File: src/rtl/spi_slv_pkg.sv
// Shared types and helpers for the SPI slave responder.
// State encoding, word-length codes, CPOL/CPHA bit positions.
package spi_slv_pkg;

  typedef enum logic [1:0] {
    WAIT_CS = 2'd0,
    IDLE    = 2'd1,
    SHIFT   = 2'd2,
    DONE    = 2'd3
  } state_e;

  localparam logic [1:0] WL_8  = 2'b00;
  localparam logic [1:0] WL_16 = 2'b01;
  localparam logic [1:0] WL_24 = 2'b10;
  localparam logic [1:0] WL_32 = 2'b11;

  localparam int CPOL_BIT = 1;
  localparam int CPHA_BIT = 0;

  function automatic logic [5:0] word_bits(
    input logic [1:0] wl
  );
    logic [5:0] n;
    n = 6'd8;
    unique case (wl)
      WL_8:  n = 6'd8;
      WL_16: n = 6'd16;
      WL_24: n = 6'd24;
      WL_32: n = 6'd32;
      default: n = 6'd8;
    endcase
    return n;
  endfunction

endpackage

File: src/rtl/spi_slv_sync.sv
// Multi-flop synchroniser with a history flop for edge detection.
// Ports: clk, rst_n (sync, active low), d in; q, rise, fall out.
module spi_slv_sync #(
  parameter int   STAGES  = 2,
  parameter logic RST_VAL = 1'b0
) (
  input  logic clk,
  input  logic rst_n,
  input  logic d,
  output logic q,
  output logic rise,
  output logic fall
);

  logic [STAGES-1:0] pipe;
  logic              hist;

  always_ff @(posedge clk) begin
    if (!rst_n) begin
      pipe <= {STAGES{RST_VAL}};
      hist <= RST_VAL;
    end else begin
      pipe <= {pipe[STAGES-2:0], d};
      hist <= pipe[STAGES-1];
    end
  end

  assign q    = pipe[STAGES-1];
  assign rise = q & ~hist;
  assign fall = ~q & hist;

endmodule

File: src/rtl/spi_slave_responder.sv
// SPI slave: oversampled SCK/CS/MOSI, modes 0-3, 8..32-bit words.
// Ports: GCLK, NRST, SCK_i, CS_i, MOSI_i, MISO_o, spi_mode_i,
//   word_len_i, tx_data_i, tx_load_i, tx_ready_o, rx_data_o,
//   rx_valid_o, busy_o, frame_err_o, tx_underrun_o.
// Option SPI_SLAVE_RESPONDER_LOOPBACK_EN: echo last rx word on
//   an empty TX buffer instead of zeros.
module spi_slave_responder
  import spi_slv_pkg::*;
#(
  parameter int SYNC_STAGES = 2,
  parameter int MAX_WORD    = 32
) (
  input  logic                GCLK,
  input  logic                NRST,
  input  logic                SCK_i,
  input  logic                CS_i,
  input  logic                MOSI_i,
  output logic                MISO_o,
  input  logic [1:0]          spi_mode_i,
  input  logic [1:0]          word_len_i,
  input  logic [MAX_WORD-1:0] tx_data_i,
  input  logic                tx_load_i,
  output logic                tx_ready_o,
  output logic [MAX_WORD-1:0] rx_data_o,
  output logic                rx_valid_o,
  output logic                busy_o,
  output logic                frame_err_o,
  output logic                tx_underrun_o
);

  localparam int FW = $clog2(SYNC_STAGES + 2);
  localparam logic [FW-1:0] FLUSH = FW'(SYNC_STAGES + 1);

  state_e state;

  logic sck_q, sck_rise, sck_fall;
  logic cs_q, cs_rise, cs_fall;
  logic [SYNC_STAGES-1:0] mosi_pipe;
  logic mosi_q;

  logic [FW-1:0] flush;
  logic [1:0]    mode_q;
  logic [5:0]    nbits;
  logic [5:0]    bit_cnt;
  logic          first;
  logic [31:0]   sr_tx;
  logic [30:0]   sr_rx;
  logic [31:0]   rx_next;
  logic [31:0]   tx_buf;
  logic          tx_full;
  logic [31:0]   rx_data;
  logic          rx_valid;
  logic          frame_err;
  logic          underrun;

  logic sck_edge, lead, trail;
  logic do_sample, do_shift;
  logic [5:0] start_bits;
  logic [5:0] align;

  spi_slv_sync #(
    .STAGES (SYNC_STAGES),
    .RST_VAL(1'b0)
  ) u_sck (
    .clk  (GCLK),
    .rst_n(NRST),
    .d    (SCK_i),
    .q    (sck_q),
    .rise (sck_rise),
    .fall (sck_fall)
  );

  spi_slv_sync #(
    .STAGES (SYNC_STAGES),
    .RST_VAL(1'b1)
  ) u_cs (
    .clk  (GCLK),
    .rst_n(NRST),
    .d    (CS_i),
    .q    (cs_q),
    .rise (cs_rise),
    .fall (cs_fall)
  );

  assign mosi_q = mosi_pipe[SYNC_STAGES-1];

  // After an edge, sck_q already holds the new level.
  assign sck_edge = sck_rise | sck_fall;
  assign lead  = sck_edge & (sck_q != mode_q[CPOL_BIT]);
  assign trail = sck_edge & (sck_q == mode_q[CPOL_BIT]);

  assign do_sample = mode_q[CPHA_BIT] ? trail : lead;
  assign do_shift  = mode_q[CPHA_BIT] ? (lead & ~first)
                                      : trail;

  assign rx_next = {sr_rx, mosi_q};

  // TX word is left-aligned so MISO always taps bit 31.
  assign start_bits = word_bits(word_len_i);
  assign align      = 6'd32 - start_bits;

  always_ff @(posedge GCLK) begin
    if (!NRST) begin
      state     <= WAIT_CS;
      mosi_pipe <= '0;
      flush     <= '0;
      mode_q    <= '0;
      nbits     <= 6'd8;
      bit_cnt   <= '0;
      first     <= 1'b0;
      sr_tx     <= '0;
      sr_rx     <= '0;
      tx_buf    <= '0;
      tx_full   <= 1'b0;
      rx_data   <= '0;
      rx_valid  <= 1'b0;
      frame_err <= 1'b0;
      underrun  <= 1'b0;
    end else begin
      rx_valid  <= 1'b0;
      frame_err <= 1'b0;
      underrun  <= 1'b0;
      mosi_pipe <= {mosi_pipe[SYNC_STAGES-2:0], MOSI_i};
      unique case (state)
        WAIT_CS: begin
          // Let the synchronisers refill before trusting CS.
          if (flush != FLUSH) begin
            flush <= flush + 1'b1;
          end else if (cs_q) begin
            state <= IDLE;
          end
        end
        IDLE: begin
          if (cs_fall) begin
            mode_q  <= spi_mode_i;
            nbits   <= start_bits;
            bit_cnt <= '0;
            first   <= 1'b1;
            sr_rx   <= '0;
            tx_full <= 1'b0;
            state   <= SHIFT;
            if (tx_full) begin
              sr_tx <= tx_buf << align;
            end else begin
`ifdef SPI_SLAVE_RESPONDER_LOOPBACK_EN
              sr_tx <= rx_data << align;
`else
              sr_tx    <= '0;
              underrun <= 1'b1;
`endif
            end
          end
        end
        SHIFT: begin
          if (cs_rise) begin
            frame_err <= 1'b1;
            state     <= IDLE;
          end else begin
            if (do_shift) sr_tx <= sr_tx << 1;
            if (lead) first <= 1'b0;
            if (do_sample) begin
              sr_rx   <= rx_next[30:0];
              bit_cnt <= bit_cnt + 6'd1;
              if (bit_cnt == nbits - 6'd1) begin
                rx_data  <= rx_next;
                rx_valid <= 1'b1;
                state    <= DONE;
              end
            end
          end
        end
        DONE: begin
          if (cs_rise) state <= IDLE;
        end
        default: state <= WAIT_CS;
      endcase
      // Runs after a frame start clears the buffer, so a
      // same-cycle load is kept for the next frame.
      if (tx_load_i && !tx_full) begin
        tx_full <= 1'b1;
        tx_buf  <= tx_data_i;
      end
    end
  end

  assign busy_o        = (state == SHIFT) || (state == DONE);
  assign MISO_o        = busy_o ? sr_tx[31] : 1'b0;
  assign tx_ready_o    = ~tx_full;
  assign rx_data_o     = rx_data;
  assign rx_valid_o    = rx_valid;
  assign frame_err_o   = frame_err;
  assign tx_underrun_o = underrun;

endmodule

File: config.mk
export PLATFORM = sky130hd
export DESIGN_NAME = spi_slave_responder
export DESIGN_NICKNAME = d
export VERILOG_FILES = /design/src/rtl/spi_slv_pkg.sv /design/src/rtl/spi_slv_sync.sv /design/src/rtl/spi_slave_responder.sv
export SDC_FILE = /design/constraint.sdc
export NUM_CORES = 1
export LEC_CHECK = 0
export ABC_AREA = 1
export BUFFER_PORTS_ARGS = -buffer_cell sky130_fd_sc_hd__buf_2
export CAP_MARGIN = 20
export CORE_MARGIN = 3
export CORE_UTILIZATION = 52
export CTS_CLUSTER_DIAMETER = 30
export DETAILED_ROUTE_END_ITERATION = 16
export GPL_TIMING_DRIVEN = 0
export PLACE_DENSITY = 0.74
export SYNTH_ARGS = -nofsm -noshare
export SYNTH_HDL_FRONTEND = slang
export SYNTH_SLANG_ARGS = --single-unit
File: constraint.sdc
create_clock -name GCLK -period 1.7 [get_ports GCLK]
set_clock_uncertainty 0.1 [all_clocks]
set_input_delay 0.425 -clock GCLK [delete_from_list [all_inputs] [get_ports GCLK]]
set_output_delay 0.425 -clock GCLK [all_outputs]
set_load 0.05 [all_outputs]
; ---- After elaboration in Yosys (flattened, before gate mapping)
; Index checks and enable logic that the tools add are counted.
; W data, S select, Z words.
[classes]
div_mod_pow = 0
n_reduce_logical = 19
bitwise = 18
n_addsub = 4
shifts = 1
mux = 35
n_mul = 0
order_cmp = 0
n_eq_ne = 20
[ops]
columns = operator, count
row1 = $mux W32, 4
row2 = $mux W31, 3
row3 = $pmux W32 S2, 1
row4 = $pmux W31 S2, 1
row5 = $shl A32 B6 Y32, 1
row6 = $pmux W6 S4, 1
row7 = $mux W6, 3
row8 = $ne A2 B2 Y1 const B, 8
row9 = $reduce_and A4 Y1, 4
row10 = $mux W2, 7
row11 = $mux W1, 12
row12 = $pmux W6 S2, 1
row13 = $not A1 Y1, 10
row14 = $eq A2 B2 Y1 const B, 4
row15 = $pmux W2 S4, 1
row16 = $reduce_and A2 Y1, 4
row17 = $and A1 B1 Y1, 7
row18 = $add A6 B1 Y6 const B, 1
row19 = $eq A6 B6 Y1, 1
row20 = $ne A3 B3 Y1 const B, 2
row21 = $reduce_and A6 Y1, 1
row22 = $reduce_bool A2 Y1, 3
row23 = $sub A6 B1 Y6 const B, 1
row24 = $sub A6 B6 Y6 const A, 1
row25 = 13 further kinds, 15
[totals]
regBits = 158
inputBits = 42
ram_bits = 0
word_cells = 116
mem_count = 0
latch_bits = 0
out_inout_bits = 38
rom_bits = 0

; ---- Depth between registers and ports, before layout
; Gate-level depths: netlist of run 1.
[depth]
word_depth = 9
depth_mapped = 13
ltp_nobuf = 12

; ---- Modules after synthesis
; Synthesis of run 1 repeated with hierarchy kept, for this count alone.
[hier_totals]
cells_unflattened = 1050
area_unflattened_um2 = 7161.9
[modules_own_cells]
columns = module, seq_area_each_um2, area_per_inst_um2, n_inst, cells_each
row1 = spi_slave_responder, 2982.9, 6967.9, 1, 1025
row2 = spi_slv_sync (u_sck), 60.1, 100.1, 1, 13
row3 = spi_slv_sync (u_cs), 60.1, 93.8, 1, 12

; ---- Worst setup path before layout of run 1
; No wires, ideal clock.
[synth_path]
path_kind = register -> output
from = reg state[0]
to = out MISO_o
stages_incl_launch_ff = 6
arrival_ns = 1.651
setup_slack_ns = -0.476
required_time_ns = 1.175
path_cell_list = dfxtp_1 > inv_1 > ha_1 > inv_2 > clkbuf_1 > a21oi_1
[synth_via]
elab_chain_len = 3
elab_cells_between_ends = 4
cone_classes = eq/ne: 2 / mux: 1 / reduce/logical: 1
[synth_lines]
columns = item, line
row1 = "start, declared", spi_slave_responder.sv:34  ; state_e state;
row2 = "start signal, assigned", spi_slave_responder.sv:104  ; state <= WAIT_CS;
row3 = "start signal, assigned", spi_slave_responder.sv:130  ; state <= IDLE;
row4 = "start signal, assigned", spi_slave_responder.sv:141  ; state <= SHIFT;
row5 = $eq A2 B2 Y1, spi_slave_responder.sv:186  ; assign busy_o = (state == SHIFT) || (state == DONE);
row6 = $logic_or A1 B1 Y1 *, spi_slave_responder.sv:186
row7 = $mux W1 *, spi_slave_responder.sv:187  ; assign MISO_o = busy_o ? sr_tx[31] : 1'b0;
row8 = "end, declared", spi_slave_responder.sv:18  ; output logic MISO_o,
; Every way passes the cells marked *; elsewhere a longest branch is shown, timed or not.

; ---- Final worst setup path of run 1
[layout_path]
from = reg state[0]
to = reg sr_tx[13]
[layout_via]
elab_chain_len = 3
elab_cells_between_ends = 8
cone_classes = eq/ne: 5 / mux: 1 / reduce/logical: 2
[layout_lines]
columns = item, line
row1 = $eq A2 B2 Y1 or $eq A2 B1 Y1 (tied branches), spi_slave_responder.sv:124  ; unique case (state)
row2 = $ne A2 B2 Y1 (no line) or $reduce_bool A2 Y1 (tied branches), n/a
row3 = $reduce_and A4 Y1 (no line), n/a
row4 = "end signal, assigned", spi_slave_responder.sv:143  ; sr_tx <= tx_buf << align;
row5 = "end signal, assigned", spi_slave_responder.sv:159  ; if (do_shift) sr_tx <= sr_tx << 1;
row6 = "end, declared", spi_slave_responder.sv:46  ; logic [31:0] sr_tx;
; Parallel ways exist; a longest one is shown, timed or not.
; A chain may end at the register's enable or synchronous reset.

==> impl_metrics.tcl, run 1 <==
set metrics [dict create \
    status "finished with violations" \
    violations "setup timing" \
    critPathSlowestCell "dfxtp_4" \
    maxSlewViolCount 0 \
    antenna_found_initial 0 \
    holdWs_ps 77.87 \
    yosysWarnings 0 \
    max_cap_viol_count 0 \
    required_ps 1920 \
    final_core_util 0.7442 \
    tightest_slew_ps 827.1 \
    slew_headroom 0.4486 \
    drtIter0Drc 713 \
    power.density_nw_per_um2 1595 \
    port-buffer-count 78 \
    yosys-top-cells-area "dfxtp_1 45%, nand2_1 11%, nor2_1 10%" \
    layout_setup_ws_ps -362.6 \
    synth_commonest_cells "201 x nand2_1, 182 x nor2_1, 155 x dfxtp_1" \
    yosysSeqAreaShare 0.4541 \
    grt_use_total 0.2591 \
    synth_top_cell_area_share 0.4541 \
    drtPass1Iterations 7 \
    layout-drive-gt1-share 0.3217 \
    ir_drop_mv 0.9102 \
    end_kind "register" \
    areaGrowthSynthToFinish_pct 38.56 \
    ys_async_sr_fraction 0 \
    grt_pass1_wl_um 30430 \
    cts_tree "done" \
    rsz0062_at_grt "true" \
    synth-edff-count 0 \
    drc 0 \
    seq_area_sq_um 3115 \
    antenna_cells 0 \
    path_cells "inv_4, ha_4, buf_4, buf_6, nand2_4, a21oi_4, buf_12, nand2_8, clkbuf_16, o21ai_1, nor2_1" \
    grt_pass1_vias 6197 \
    via_count 7077 \
    dieArea_sq_um 14550 \
    period_needed_ps 2063 \
    fmax_mhz 484.8 \
    wire_per_inst_um 16.32 \
    fin_area_sq_um 9468 \
    hold_path.class "in2reg" \
    insertion_delay_ps 430 \
    syn_avg_cell_area_sq_um 7.095 \
    start_kind "register" \
    worstSetupPathType "reg2reg" \
    postSynthCellCount 963 \
    start_util 0.5371 \
    reg2reg_setup_slack_ps -360 \
    fin_nets 1162 \
    cp.arrival_ps 2280 \
    path_max_fanout 7 \
    n_fill_cell 946 \
    stdcell_count 1291 \
    num_rows 41 \
    place_hpwl_um 12380 \
    place_area_sq_um 7523 \
    leakage_nw 4.007 \
    synth-seq-cells 155 \
    die_w_um 120.6 \
    clock_path_buffers 2 \
    numCtsBuffers 17 \
    routed_wl_um 21070 \
    clock-sinks 155 \
    yosys_most_used_dff "dfxtp_1" \
    syn_nets 1016 \
    io_pins 80 \
    hold_viol 0 \
    drtAntennaViolNets 0 \
    fin_crit_sh 1.213 \
    setup_viol 107 \
    die_y_um 120.6 \
    grt-ovfl-total 0 \
    dp.cells 1213 \
    synth_cell_types 33 \
    cp_slowest_stage_delay_ps 370 \
    cts-root-buf "clkbuf_16" \
    cts_max_level 4 \
    synth_top_area_cell "dfxtp_1" \
    clk_pin_slew_ps 60 \
    gp_congestion 0.9557 \
    multiInputGateArea_sq_um 3800 \
    yosysMostFrequentCell "nand2_1" \
    setup_tns_ps -26670 \
    synth_area_sq_um 6833 \
    core_area_sq_um 12720 \
    grt_max_degree 17 \
    routed_via_density 5.482 \
]
[through the flow]
| stage | power (mW) | setup slack [ps] |
|---|---|---|
| 3_5_place_dp | 9.116 | -559.4 |
| 4_1_cts | 13.13 | -304.9 |
| 5_1_grt | 15.97 | -367.0 |
| 2_1_floorplan | 8.154 | -20.16 |
| 6_report | 15.10 | -362.6 |
| 3_3_place_gp | 9.013 | -538.7 |
[layout by cell type (no fill, tap or decap), types with 10 or more instances in the layout]
master	netlist	routed
buf_8	0	16
dfxtp_1	155	149
nand2_2	7	20
o21ai_0	76	62
buf_6	5	21
nor2_1	182	167
buf_2	19	84
o21ai_1	10	12
nand4_1	33	33
clkbuf_1	28	13
buf_4	6	27
a21oi_1	95	60
a21oi_2	0	34
nand3_1	28	23
nand2_4	0	31
nor2_4	2	10
o21ai_2	0	11
inv_1	69	61
clkbuf_16	0	26
nand2_1	201	155
[layout make-up]
class	instances	area share
repair buffers	128	0.1086
flip-flops and latches	155	0.3291
plain buffers	57	0.05035
well taps	172	0.02273
multi-input cells	675	0.4013
clock inverters	8	0.005022
clock buffers	21	0.04969
inverters	75	0.03317
[layer usage]
| metal | GRT usage | share of wire | up-vias |
|---|---|---|---|
| li1 | - | - | 3412 |
| met1 | 0.3800 | 0.43 | 3295 |
| met2 | 0.3818 | 0.47 | 324 |
| met3 | 0.05753 | 0.084 | 46 |
| met4 | 0.07720 | 0.020 | 0 |
| met5 | 0 | 0 | - |
[state kept, by name, indices dropped and copies added, names as in the netlist]
register,count
rx_data_o,32
sr_tx,32
tx_buf,32
sr_rx,31
bit_cnt,6
nbits,3
flush,2
mode_q,2
mosi_pipe,2
state,2
u_cs.pipe,2
u_sck.pipe,2
first,1
frame_err_o,1
rx_valid_o,1
tx_full,1
tx_underrun_o,1
u_cs.hist,1
u_sck.hist,1
[cells by family after synthesis]
| logic type | Yosys count | synth area share |
|---|---|---|
| buffers and inverters | 134 | 0.08698 |
| AND/OR/NAND/NOR | 466 | 0.2882 |
| flip-flops | 155 | 0.4541 |
| adder cells (fa/ha/maj) | 11 | 0.02014 |
| XOR/XNOR | 4 | 0.005128 |
| AO/OA/AOI/OAI | 193 | 0.1454 |
[what timing repair did]
item / CTS / global route
cloned: 6 / 10
hold buffers: 0 / 0
gates resized for setup: 123 / 161
setup endpoints to repair: 112 / 127
pin swaps: 9 / 28
setup buffers: 21 / 15
[critical path, delay by kind of cell (launching register included)]
family / cells / cell delay, ps
AO/OA/AOI/OAI: 2 / 400
adder cells (fa/ha/maj): 1 / 160
buffers and inverters: 5 / 670
flip-flops: 1 / 370
AND/OR/NAND/NOR: 3 / 250
[path summary, 6_finish.rpt]
| path | from | to | cells after the start |
|---|---|---|---|
| min reg2reg | u_cs.pipe[0] | u_cs.pipe[1] | 1 |
| min | SCK_i | u_sck.pipe[0] | 3 |
| max | state[0] | sr_tx[13] | 11 |
| max reg2reg | state[0] | sr_tx[13] | 11 |
[power by group]
group          leakage, nW  switching (mW)  internal (mW)
combinational         2.48            3.58           3.04
clock                0.252            1.46           1.94
sequential            1.27           0.582           4.50
(Power assumes the default switching activity.)
==> inputs of run 2 (changes only) <==
CORE_ASPECT_RATIO = 0.5   (was not set)
==> impl_metrics.tcl, run 2 (synthesis gave the netlist of run 1 again) <==
set metrics [dict create \
    status "finished with violations" \
    violations "setup timing" \
    drtIter0Drc 546 \
    clk_pin_slew_ps 60 \
    path_cells "inv_4, ha_4, inv_8, clkbuf_16, a21oi_4, buf_6" \
    seq_area_sq_um 3112 \
    clock-sinks 155 \
    hold_viol 0 \
    drtAntennaViolNets 0 \
    clock_path_buffers 2 \
    via_count 7102 \
    drc 0 \
    dieArea_sq_um 14630 \
    grt_use_total 0.2876 \
    port-buffer-count 78 \
    multiInputGateArea_sq_um 3884 \
    power.density_nw_per_um2 1596 \
    die_y_um 87.06 \
    grt_pass1_wl_um 33900 \
    cts-root-buf "clkbuf_16" \
    wire_per_inst_um 16.63 \
    core_area_sq_um 12300 \
    mostFrequentLayoutCells "167 x nor2_1, 156 x nand2_1, 150 x dfxtp_1, 82 x buf_2, 66 x o21ai_0" \
    cp_slowest_stage_delay_ps 360 \
    start_util 0.5557 \
    rsz0062_at_grt "true" \
    cts_tree "done" \
    hold_path.class "in2reg" \
    period_needed_ps 2006 \
    stdcell_count 1288 \
    antenna_cells 0 \
    areaGrowthSynthToFinish_pct 39.66 \
    fin_nets 1164 \
    routed_wl_um 21430 \
    fmax_mhz 498.6 \
    layout_setup_ws_ps -305.7 \
    cp.arrival_ps 1480 \
    end_kind "output pin" \
    tightest_slew_ps 855.5 \
    setup_viol 107 \
    dp_slack_ps -524.3 \
    max_cap_viol_count 0 \
    gp_congestion 0.9314 \
    start_kind "register" \
    final_common_cell "nor2_1" \
    fin_crit_sh 1.180 \
    routed_via_density 5.514 \
    antenna_found_initial 0 \
    num_rows 28 \
    n_fill_cell 846 \
    worstSetupPathType "reg2out" \
    place_hpwl_um 12670 \
    die_w_um 168.1 \
    grt-ovfl-total 0 \
    required_ps 1170 \
    drtPass1Iterations 5 \
    leakage_nw 4.022 \
    path_max_fanout 4 \
    p_total_mw 15.24 \
    grt_max_degree 17 \
    setup_tns_ps -19960 \
    insertion_delay_ps 420 \
    cts_hold_buf 0 \
    numCtsBuffers 17 \
    critPathSlowestCell "dfxtp_4" \
    maxSlewViolCount 0 \
    cts_max_level 4 \
    slew_headroom 0.4297 \
    layout-drive-gt1-share 0.3330 \
    io_pins 80 \
    grt_pass1_vias 6877 \
    ir_drop_mv 0.7151 \
    dp.cells 1206 \
]
-- run 2: cell types whose count changed in the layout (fill, tap and decap cells not counted), moves of 6 or more --
cell and delta:
nand3_2 +8, a21oi_1 -6, clkbuf_16 -8, a21oi_2 +6, nand3_1 -10
-- run 2: cell type report --
type | count | area share
Multi-Input combinational cell | 675 | 0.4070
Sequential cell | 155 | 0.3261
Timing Repair Buffer | 129 | 0.1059
Buffer | 58 | 0.04982
Clock buffer | 18 | 0.04602
Inverter | 75 | 0.03225
Tap cell | 165 | 0.02163
Clock inverter | 13 | 0.01128
-- run 2: critical path: cells and delay by family, from the launching register on --
| family | cells | cell delay (ps) |
|---|---|---|
| adder cells (fa/ha/maj) | 1 | 160 |
| AO/OA/AOI/OAI | 1 | 110 |
| flip-flops | 1 | 360 |
| buffers and inverters | 4 | 420 |
-- run 2: worst paths after layout --
kind                startpoint            to  slack [ps]  depth (start not counted)
setup / recovery      state[0]        MISO_o        -310                          6
hold reg to reg   mosi_pipe[0]  mosi_pipe[1]         310                          2
hold / removal          MOSI_i  mosi_pipe[0]          80                          3
setup reg to reg      state[0]     sr_rx[13]        -250                         12
-- run 2: per-stage QoR --
stage | cell area [sq um] | hold WS [ps] | util
final | 9543 | 83.28 | 0.7760
after global routing | 9543 | 80.49 | 0.7760
after CTS | 9220 | 75.88 | 0.7498
after detailed placement | 7515 | 296.1 | 0.6111
after global placement | 7515 | 296.7 | 0.6111
after floorplan | 6918 | 290.5 | -
-- run 2: what timing repair did --
| item | in CTS | in global routing |
|---|---|---|
| endpoints found under the hold margin | 0 | 0 |
| setup endpoints to repair | 107 | 122 |
| buffers inserted | 32 | 7 |
| pin swaps | 32 | 23 |
| gates resized for setup | 212 | 78 |
| cloned | 15 | 0 |
-- run 2: layer usage --
layer / up-vias / share of wire / track usage
li1: 3417 / - / -
met1: 3307 / 0.42 / 0.3576
met2: 306 / 0.48 / 0.4943
met3: 72 / 0.073 / 0.05440
met4: 0 / 0.036 / 0.1284
met5: - / 0 / 0
-- run 2: power by group --
group	switching, mW	internal, mW
clock network	1.66	1.94
registers	0.594	4.49
logic	3.55	3.00
